<file path="src/rtl/bin_magnitude_accumulator.sv">
// bin_magnitude_accumulator
//   Leaky per-bin energy integrator. Each accepted beat adds its scaled
//   magnitude to acc[bin] and removes acc >> DECAY_SHIFT. A single-cycle
//   dumpReq drains the update pipeline and then streams every bin in order
//   over a valid/ready handshake.
//
// Ports:
//   clk, rst          rising-edge clock, synchronous active-high reset
//   inMagnitude/inBin magnitude beat and its bin index
//   inValid/inReady   input handshake (inReady high only while idle)
//   dumpReq           single-cycle request to stream out all bins
//   outValue/outBin   streamed accumulator value and its bin index
//   outValid/outReady output handshake, outLast marks bin NUM_BINS-1
//   errBin            sticky: a beat with inBin >= NUM_BINS was received
//
// Optional feature macro: BIN_ACCUM_CLEAR_ON_READ_EN
//   When defined, each bin is cleared in the cycle its dump beat handshakes.
module bin_magnitude_accumulator #(
    parameter int NUM_BINS    = 24,
    parameter int BIN_W       = 5,
    parameter int MAG_W       = 32,
    parameter int ACC_W       = 32,
    parameter int INPUT_SHIFT = 4,
    parameter int DECAY_SHIFT = 6
) (
    input  logic             clk,
    input  logic             rst,
    input  logic [MAG_W-1:0] inMagnitude,
    input  logic [BIN_W-1:0] inBin,
    input  logic             inValid,
    output logic             inReady,
    input  logic             dumpReq,
    output logic [ACC_W-1:0] outValue,
    output logic [BIN_W-1:0] outBin,
    output logic             outValid,
    output logic             outLast,
    input  logic             outReady,
    output logic             errBin
);

    typedef enum logic [1:0] {
        IDLE  = 2'd0,
        DRAIN = 2'd1,
        DUMP  = 2'd2
    } state_t;

    localparam logic [BIN_W:0]   BIN_LIMIT = (BIN_W+1)'(NUM_BINS);
    localparam logic [BIN_W-1:0] LAST_BIN  = BIN_W'(NUM_BINS - 1);

    // Leak-and-add with saturation; the extra top bit catches overflow.
    function automatic logic [ACC_W-1:0] leak_update(
        input logic [ACC_W-1:0] acc,
        input logic [ACC_W-1:0] scaled
    );
        logic [ACC_W:0] sum;
        sum = {1'b0, acc} - {1'b0, (acc >> DECAY_SHIFT)} + {1'b0, scaled};
        if (sum[ACC_W]) begin
            leak_update = {ACC_W{1'b1}};
        end else begin
            leak_update = sum[ACC_W-1:0];
        end
    endfunction

    state_t           state_r, state_s;
    logic [BIN_W-1:0] cnt_r, cnt_s;
    logic [ACC_W-1:0] acc_r [NUM_BINS];

    logic             s1_valid_r;
    logic             s1_in_range_r;
    logic [BIN_W-1:0] s1_bin_r;
    logic [ACC_W-1:0] s1_scaled_r;
    logic [ACC_W-1:0] s1_acc_r;

    logic             in_ready_r;
    logic             out_valid_r;
    logic             out_last_r;
    logic [ACC_W-1:0] out_value_r;
    logic             err_r;

    logic             accept_s;
    logic             in_range_s;
    logic             handshake_s;
    logic [ACC_W-1:0] rd_value_s;
    logic [ACC_W-1:0] new_value_s;

    assign accept_s    = inValid && in_ready_r;
    assign in_range_s  = ({1'b0, inBin} < BIN_LIMIT);
    assign handshake_s = out_valid_r && outReady;

    // Stage-2 result and the operand read for the beat being accepted. The
    // beat in stage 1 is written at the same edge the new beat is captured,
    // so a same-bin follower must take the fresh result instead of the array.
    always_comb begin
        new_value_s = leak_update(s1_acc_r, s1_scaled_r);
        rd_value_s  = {ACC_W{1'b0}};
        if (in_range_s) begin
            if (s1_valid_r && s1_in_range_r && (s1_bin_r == inBin)) begin
                rd_value_s = new_value_s;
            end else begin
                rd_value_s = acc_r[inBin];
            end
        end else begin
            rd_value_s = {ACC_W{1'b0}};
        end
    end

    // Stage 1: capture bin, scaled magnitude and current accumulator value.
    always_ff @(posedge clk) begin
        if (rst) begin
            s1_valid_r    <= 1'b0;
            s1_in_range_r <= 1'b0;
            s1_bin_r      <= {BIN_W{1'b0}};
            s1_scaled_r   <= {ACC_W{1'b0}};
            s1_acc_r      <= {ACC_W{1'b0}};
        end else begin
            s1_valid_r <= accept_s;
            if (accept_s) begin
                s1_in_range_r <= in_range_s;
                s1_bin_r      <= inBin;
                s1_scaled_r   <= ACC_W'(inMagnitude >> INPUT_SHIFT);
                s1_acc_r      <= rd_value_s;
            end
        end
    end

    // Accumulator array: stage-2 write-back and optional clear-on-read.
    always_ff @(posedge clk) begin
        if (rst) begin
            for (int i = 0; i < NUM_BINS; i++) begin
                acc_r[i] <= {ACC_W{1'b0}};
            end
        end else begin
            if (s1_valid_r && s1_in_range_r) begin
                acc_r[s1_bin_r] <= new_value_s;
            end
`ifdef BIN_ACCUM_CLEAR_ON_READ_EN
            if (handshake_s) begin
                acc_r[cnt_r] <= {ACC_W{1'b0}};
            end
`endif
        end
    end

    // Sticky out-of-range flag, set when such a beat is accepted.
    always_ff @(posedge clk) begin
        if (rst) begin
            err_r <= 1'b0;
        end else if (accept_s && !in_range_s) begin
            err_r <= 1'b1;
        end
    end

    // FSM state and dump counter registers.
    always_ff @(posedge clk) begin
        if (rst) begin
            state_r <= IDLE;
            cnt_r   <= {BIN_W{1'b0}};
        end else begin
            state_r <= state_s;
            cnt_r   <= cnt_s;
        end
    end

    // FSM next state; DRAIN leaves once the stage-1 beat has been written.
    always_comb begin
        state_s = state_r;
        cnt_s   = cnt_r;
        case (state_r)
            IDLE: begin
                if (dumpReq) begin
                    state_s = DRAIN;
                end else begin
                    state_s = IDLE;
                end
            end
            DRAIN: begin
                if (!s1_valid_r) begin
                    state_s = DUMP;
                    cnt_s   = {BIN_W{1'b0}};
                end else begin
                    state_s = DRAIN;
                end
            end
            DUMP: begin
                if (handshake_s) begin
                    if (cnt_r == LAST_BIN) begin
                        state_s = IDLE;
                        cnt_s   = {BIN_W{1'b0}};
                    end else begin
                        cnt_s   = cnt_r + {{(BIN_W-1){1'b0}}, 1'b1};
                    end
                end else begin
                    cnt_s = cnt_r;
                end
            end
            default: begin
                state_s = IDLE;
                cnt_s   = {BIN_W{1'b0}};
            end
        endcase
    end

    // Registered handshake outputs derived from the next state, so they are
    // aligned with state_r and hold while outReady is low.
    always_ff @(posedge clk) begin
        if (rst) begin
            in_ready_r  <= 1'b1;
            out_valid_r <= 1'b0;
            out_last_r  <= 1'b0;
            out_value_r <= {ACC_W{1'b0}};
        end else begin
            in_ready_r  <= (state_s == IDLE);
            out_valid_r <= (state_s == DUMP);
            out_last_r  <= (state_s == DUMP) && (cnt_s == LAST_BIN);
            if (state_s == DUMP) begin
                out_value_r <= acc_r[cnt_s];
            end
        end
    end

    assign inReady  = in_ready_r;
    assign outValid = out_valid_r;
    assign outLast  = out_last_r;
    assign outValue = out_value_r;
    assign outBin   = cnt_r;
    assign errBin   = err_r;

endmodule

</file>
<file path="config.mk">
export PLATFORM = sky130hd
export DESIGN_NAME = bin_magnitude_accumulator
export DESIGN_NICKNAME = d
export VERILOG_FILES = /design/src/rtl/bin_magnitude_accumulator.sv
export SDC_FILE = /design/constraint.sdc
export NUM_CORES = 2
export LEC_CHECK = 0
export CAP_MARGIN = 40
export CELL_PAD_IN_SITES_DETAIL_PLACEMENT = 0
export CELL_PAD_IN_SITES_GLOBAL_PLACEMENT = 1
export CORE_ASPECT_RATIO = 1.75
export CORE_MARGIN = 3
export CORE_UTILIZATION = 56
export CTS_CLUSTER_SIZE = 30
export DETAILED_ROUTE_END_ITERATION = 10
export PLACE_DENSITY = 0.95
export SETUP_SLACK_MARGIN = 0.4
export SYNTH_ARGS = -nofsm -noshare
export SYNTH_HDL_FRONTEND = slang
export SYNTH_SLANG_ARGS = --single-unit
</file>
<file path="constraint.sdc">
create_clock -name clk -period 6.24 [get_ports clk]
set_clock_uncertainty 0.15 [all_clocks]
set_input_delay 0.624 -clock clk [delete_from_list [all_inputs] [get_ports clk]]
set_output_delay 0.624 -clock clk [all_outputs]
set_load 0.005 [all_outputs]
</file>
After elaboration in Yosys (flattened, before gate mapping)
Memory sizes are Yosys's and may differ from the RTL's. A register that Yosys moved wholly into a read port is not among the register bits.
Cells that the tools add are included.
{"block": "totals", "output_inout_bits": 41, "mem_bits_rw": 768, "memories": 1, "elab_cells": 52, "inputBits": 42, "reg_bits": 78}
{"name": "acc_r", "depth": 24, "word_bits": 32, "rd": 2, "rd_clocked_by_memory_dff": 1, "wr": 24, "line": "66", "text": "logic [ACC_W-1:0] acc_r [NUM_BINS];"}
{"block": "classes", "eq_ne": 6, "muxes": 20, "n_reduce_logical": 10, "order_cmp": 1, "n_addsub": 3}
{"operator": "$mux 32", "count": 4}
{"operator": "$add 33x28->33", "count": 1}
{"operator": "$sub 32x26->33", "count": 1}
{"operator": "$reduce_or 32->1", "count": 1}
{"operator": "$mux 5", "count": 4}
{"operator": "$pmux 5 s3", "count": 1}
{"operator": "$eq 5x5->1 const B", "count": 2}
{"operator": "$mux 1", "count": 7}
{"operator": "$logic_and 1x1->1", "count": 6}
{"operator": "$mux 2", "count": 3}
{"operator": "$pmux 2 s3", "count": 1}
{"operator": "$add 5x1->5 const B", "count": 1}
{"operator": "$eq 5x5->1", "count": 1}
{"operator": "$lt 5x5->1 const B", "count": 1}
{"operator": "$eq 2x2->1 const B", "count": 2}
{"operator": "$logic_not 2->1", "count": 2}
{"operator": "$eq 2x1->1 const B", "count": 1}
{"operator": "$logic_not 1->1", "count": 1}

Logic depth before layout (Yosys ltp)
{"block": "depth", "depth_word": 6, "mapped_depth": 16}

Worst setup path before layout
No wires, ideal clock.
{"block": "synth_path", "path_type": "register -> register", "start": "reg s1_scaled_r[1]", "end": "mem acc_r[24][20] (data pin)", "n_path_buf": 2, "t_required_ns": 5.821, "stages_incl_launch_ff": 15, "setup_slack_ns": 2.526, "t_arrival_ns": 3.294, "cell_sequence": "dfxtp_1 -> inv_1 -> fa_1 -> inv_1 -> fa_1 -> a211oi_1 -> nor2_1 -> a31oi_1 -> a211o_1 -> a21o_1 -> nand3_2 -> buf_6 -> nor4_4 -> buf_6 -> inv_1"}
{"element": "from (decl)", "line": "71", "text": "logic [ACC_W-1:0] s1_scaled_r;"}
{"element": "from (signal assigned)", "line": "113", "text": "s1_scaled_r <= {ACC_W{1'b0}};"}
{"element": "from (signal assigned)", "line": "120", "text": "s1_scaled_r <= ACC_W'(inMagnitude >> INPUT_SHIFT);"}
{"element": "to (decl)", "line": "66"}

==> run metrics <==
core box area about 100000 µm²; clock share of power a little over a third; clock sink count 1134; Mapped Area between 50000 and 60000 µm²; crit path max fanout 14; dominant cell by count in the synthesized netlist edfxtp_1; Setup crit start kind flip-flop; setup violators final 0; combinational share of power a little under a fifth; Yosys cell types 80; Slew @ Worst Pin about 960 ps; Clock transition at path regs ~60 ps; FF+latch count, synth 1134; Hold Path Class primary input to flip-flop; proportion of layout cells with a drive suffix above 1 about 16%; Synth async-reset ratio 0%; Final ANT Viol Nets 0; CTS Hold Buffers Added 0; I/O pin cnt 83; post-synthesis to final-layout area growth 10.1%; total grt overflow 0; area fraction of the dominant cell type after synthesis ~54%; Via-to-Cell Ratio ~6.8; maximum vdd drop 0.256 mV; Sw Ratio approximately 29%; Tcrit/Tclk final 87.6%; warnings from Yosys 0; worst skew pair latency about 710 ps; FILL cells roughly 7500; Post-Route Utilization 62.4%; Port Buf Inserts 78; max-slew violation count 0; Crit path required time about 6500 ps; cts bufs inserted 98; Worst Path Arrival 5690 ps; starting density of the core 56.7%; Max Cap Viol 0; row count between 150 and 200; drt pass-1 iters 8; FMAX around 0.18 GHz; status completed; number of global-route vias before repair roughly 42000; Switch Pwr between 5 and 6 mW; hold slack final 257 ps; top cells by area, synth edfxtp_1, mux4_2, nor2_1; Pleak roughly 24 nW; first-pass GRT wire length about 250000 µm; setup repair bufs after CTS 0; GP Congestion 0.891; final routed DRC violation total 0; sequential area share after synthesis 57.5%; DR vias slightly above 40000; initial antenna violation count 4; power density cells roughly 300 nW/µm²; setup tns final 0 ps; WL per Instance between 20 and 30 µm; Synth Area per Inst 12.1 µm²; Post-DP HPWL between 100000 and 150000 µm; Reg power frac around 47%; Tot GR Track Use 32.4%; final hold vios 0; Int Pwr around 14 mW; Primary FF master, synth edfxtp_1; Die Y roughly 430 µm; EDFF count, synth 1024; Resize count post-CTS 0; Reg area ~33000 µm²; total routed wirelength between 150000 and 200000 µm; Setup CP Type flip-flop to flip-flop; Gate Count Post-Synth 4749; syn_nets 4853; fin nets roughly 4800; Final Critical Period between 5000 and 6000 ps; Max transition margin 36.0%; area occupied by multi-input gates 22000 µm²; Ant. Diodes 0; CTS tree built; width of the chip between 200 and 250 µm; crit end category flip-flop; CTS max path bufs 3; RSZ-0062 raised after global routing false; Die Area 106000 µm²; 1st-iter DRT viols ~5300; pin count of the biggest net entering global routing roughly 150; # H-tree levels 3; synth cell count leaders edfxtp_1, nor2_1, nand2_1; root buf cell clkbuf_16; Yosys top cell by area edfxtp_1
==> power by group through the flow <==
stage / Sequential (mW) / Combinational [mW] / Clock, mW
after floorplan: 8.96 / 2.29 / 0
after global placement: 9.02 / 3.28 / 0
after detailed placement: 9.05 / 3.38 / 0
after CTS: 8.88 / 3.40 / 6.62
after global routing: 8.91 / 3.69 / 6.89
final: 8.89 / 3.48 / 6.60
==> flip-flops by register name, indices dropped and copies added (netlist names) <==
| signal | cells |
|---|---|
| acc_r | 1024 |
| errBin | 1 |
| inReady | 1 |
| outBin | 5 |
| outLast | 1 |
| outValid | 1 |
| outValue | 32 |
| s1_acc_r | 32 |
| s1_bin_r | 5 |
| s1_in_range_r | 1 |
| s1_scaled_r | 28 |
| s1_valid_r | 1 |
| state_r | 2 |
==> critical path: stages, from the launching register on <==
cell      delay (ps)
dfxtp_1          330
inv_1             60
fa_1             530
inv_1             60
fa_1             430
a211oi_1         340
nor2_1           120
a31oi_1          430
a211o_1          300
a21o_1           420
nand3_2          580
buf_4            430
nor2_2           640
inv_1            310
==> worst paths after layout <==
path / startpoint / slack (ps) / cells after the start / endpoint
setup reg to reg: s1_scaled_r[1] / 770 / 13 / acc_r[25][16]
setup / recovery: s1_scaled_r[1] / 770 / 13 / acc_r[25][16]
hold / removal: rst / 260 / 2 / errBin
hold reg to reg: s1_scaled_r[22] / 300 / 2 / s1_scaled_r[22]
==> per-stage QoR <==
stage	cell area (µm²)	power (mW)	cells	setup slack (ps)
detailed placement	59600	12.4	5886	910
floorplan	57300	11.2	4749	2530
global route	63100	19.5	6068	562
CTS	63100	18.9	6068	894
global placement	59300	12.3	5869	979
finish	63100	19.0	6068	775
==> final cells by class <==
cell class	count	area share, %
Inverter	162	0.964
Sequential cell	1134	52.2
Timing Repair Buffer	239	3.74
Clock buffer	121	4.22
Tap cell	1326	2.63
Multi-Input combinational cell	3025	34.9
Clock inverter	61	1.30
==> cell families (layout without fill, tap and decap cells) <==
logic type / Yosys count / in the layout / share of synthesized area [%]
AND/OR/NAND/NOR: 1992 / 1992 / 14.8
flip-flops: 1134 / 1134 / 57.5
buffers and inverters: 590 / 583 / 4.43
AO/OA/AOI/OAI: 523 / 523 / 6.31
multiplexers: 427 / 427 / 15.0
adder cells (fa/ha/maj): 62 / 62 / 1.69
XOR/XNOR: 21 / 21 / 0.321
==> routing by layer <==
layer / GRT usage [%] / wire length (µm) / up-vias
li1: - / - / 17200
met1: 38.5 / 53000 / 20000
met2: 53.7 / 83800 / 3296
met3: 7.35 / 23100 / 830
met4: 19.3 / 11700 / 8
met5: 0 / 52 / -
==> cells in the final DEF (no fill, tap or decap), types with 14 or more instances in the layout <==
master           netlist  final
a211oi_1              40     40
a21oi_1              143    142
a311oi_1              67     67
and3_1                36     36
buf_12                 0     21
buf_4                 23    132
bufinv_16              0     17
clkbuf_16              0    100
clkdlybuf4s50_1        0     72
dfxtp_1              110    110
edfxtp_1            1024   1024
fa_1                  26     26
ha_1                  36     36
inv_1                161    161
mux2i_1               73     73
mux4_2               342    342
nand2_1              660    659
nand2b_2               0     24
nand3_1              207    207
nand4_1               14     14
nor2_1               874    860
nor2b_1               24     24
nor3_1                19     19
nor4_1                37     37
o21ai_0               65     64
o22ai_1               77     76
or4_1                 36     36
Power figures use the tool's default switching activity.
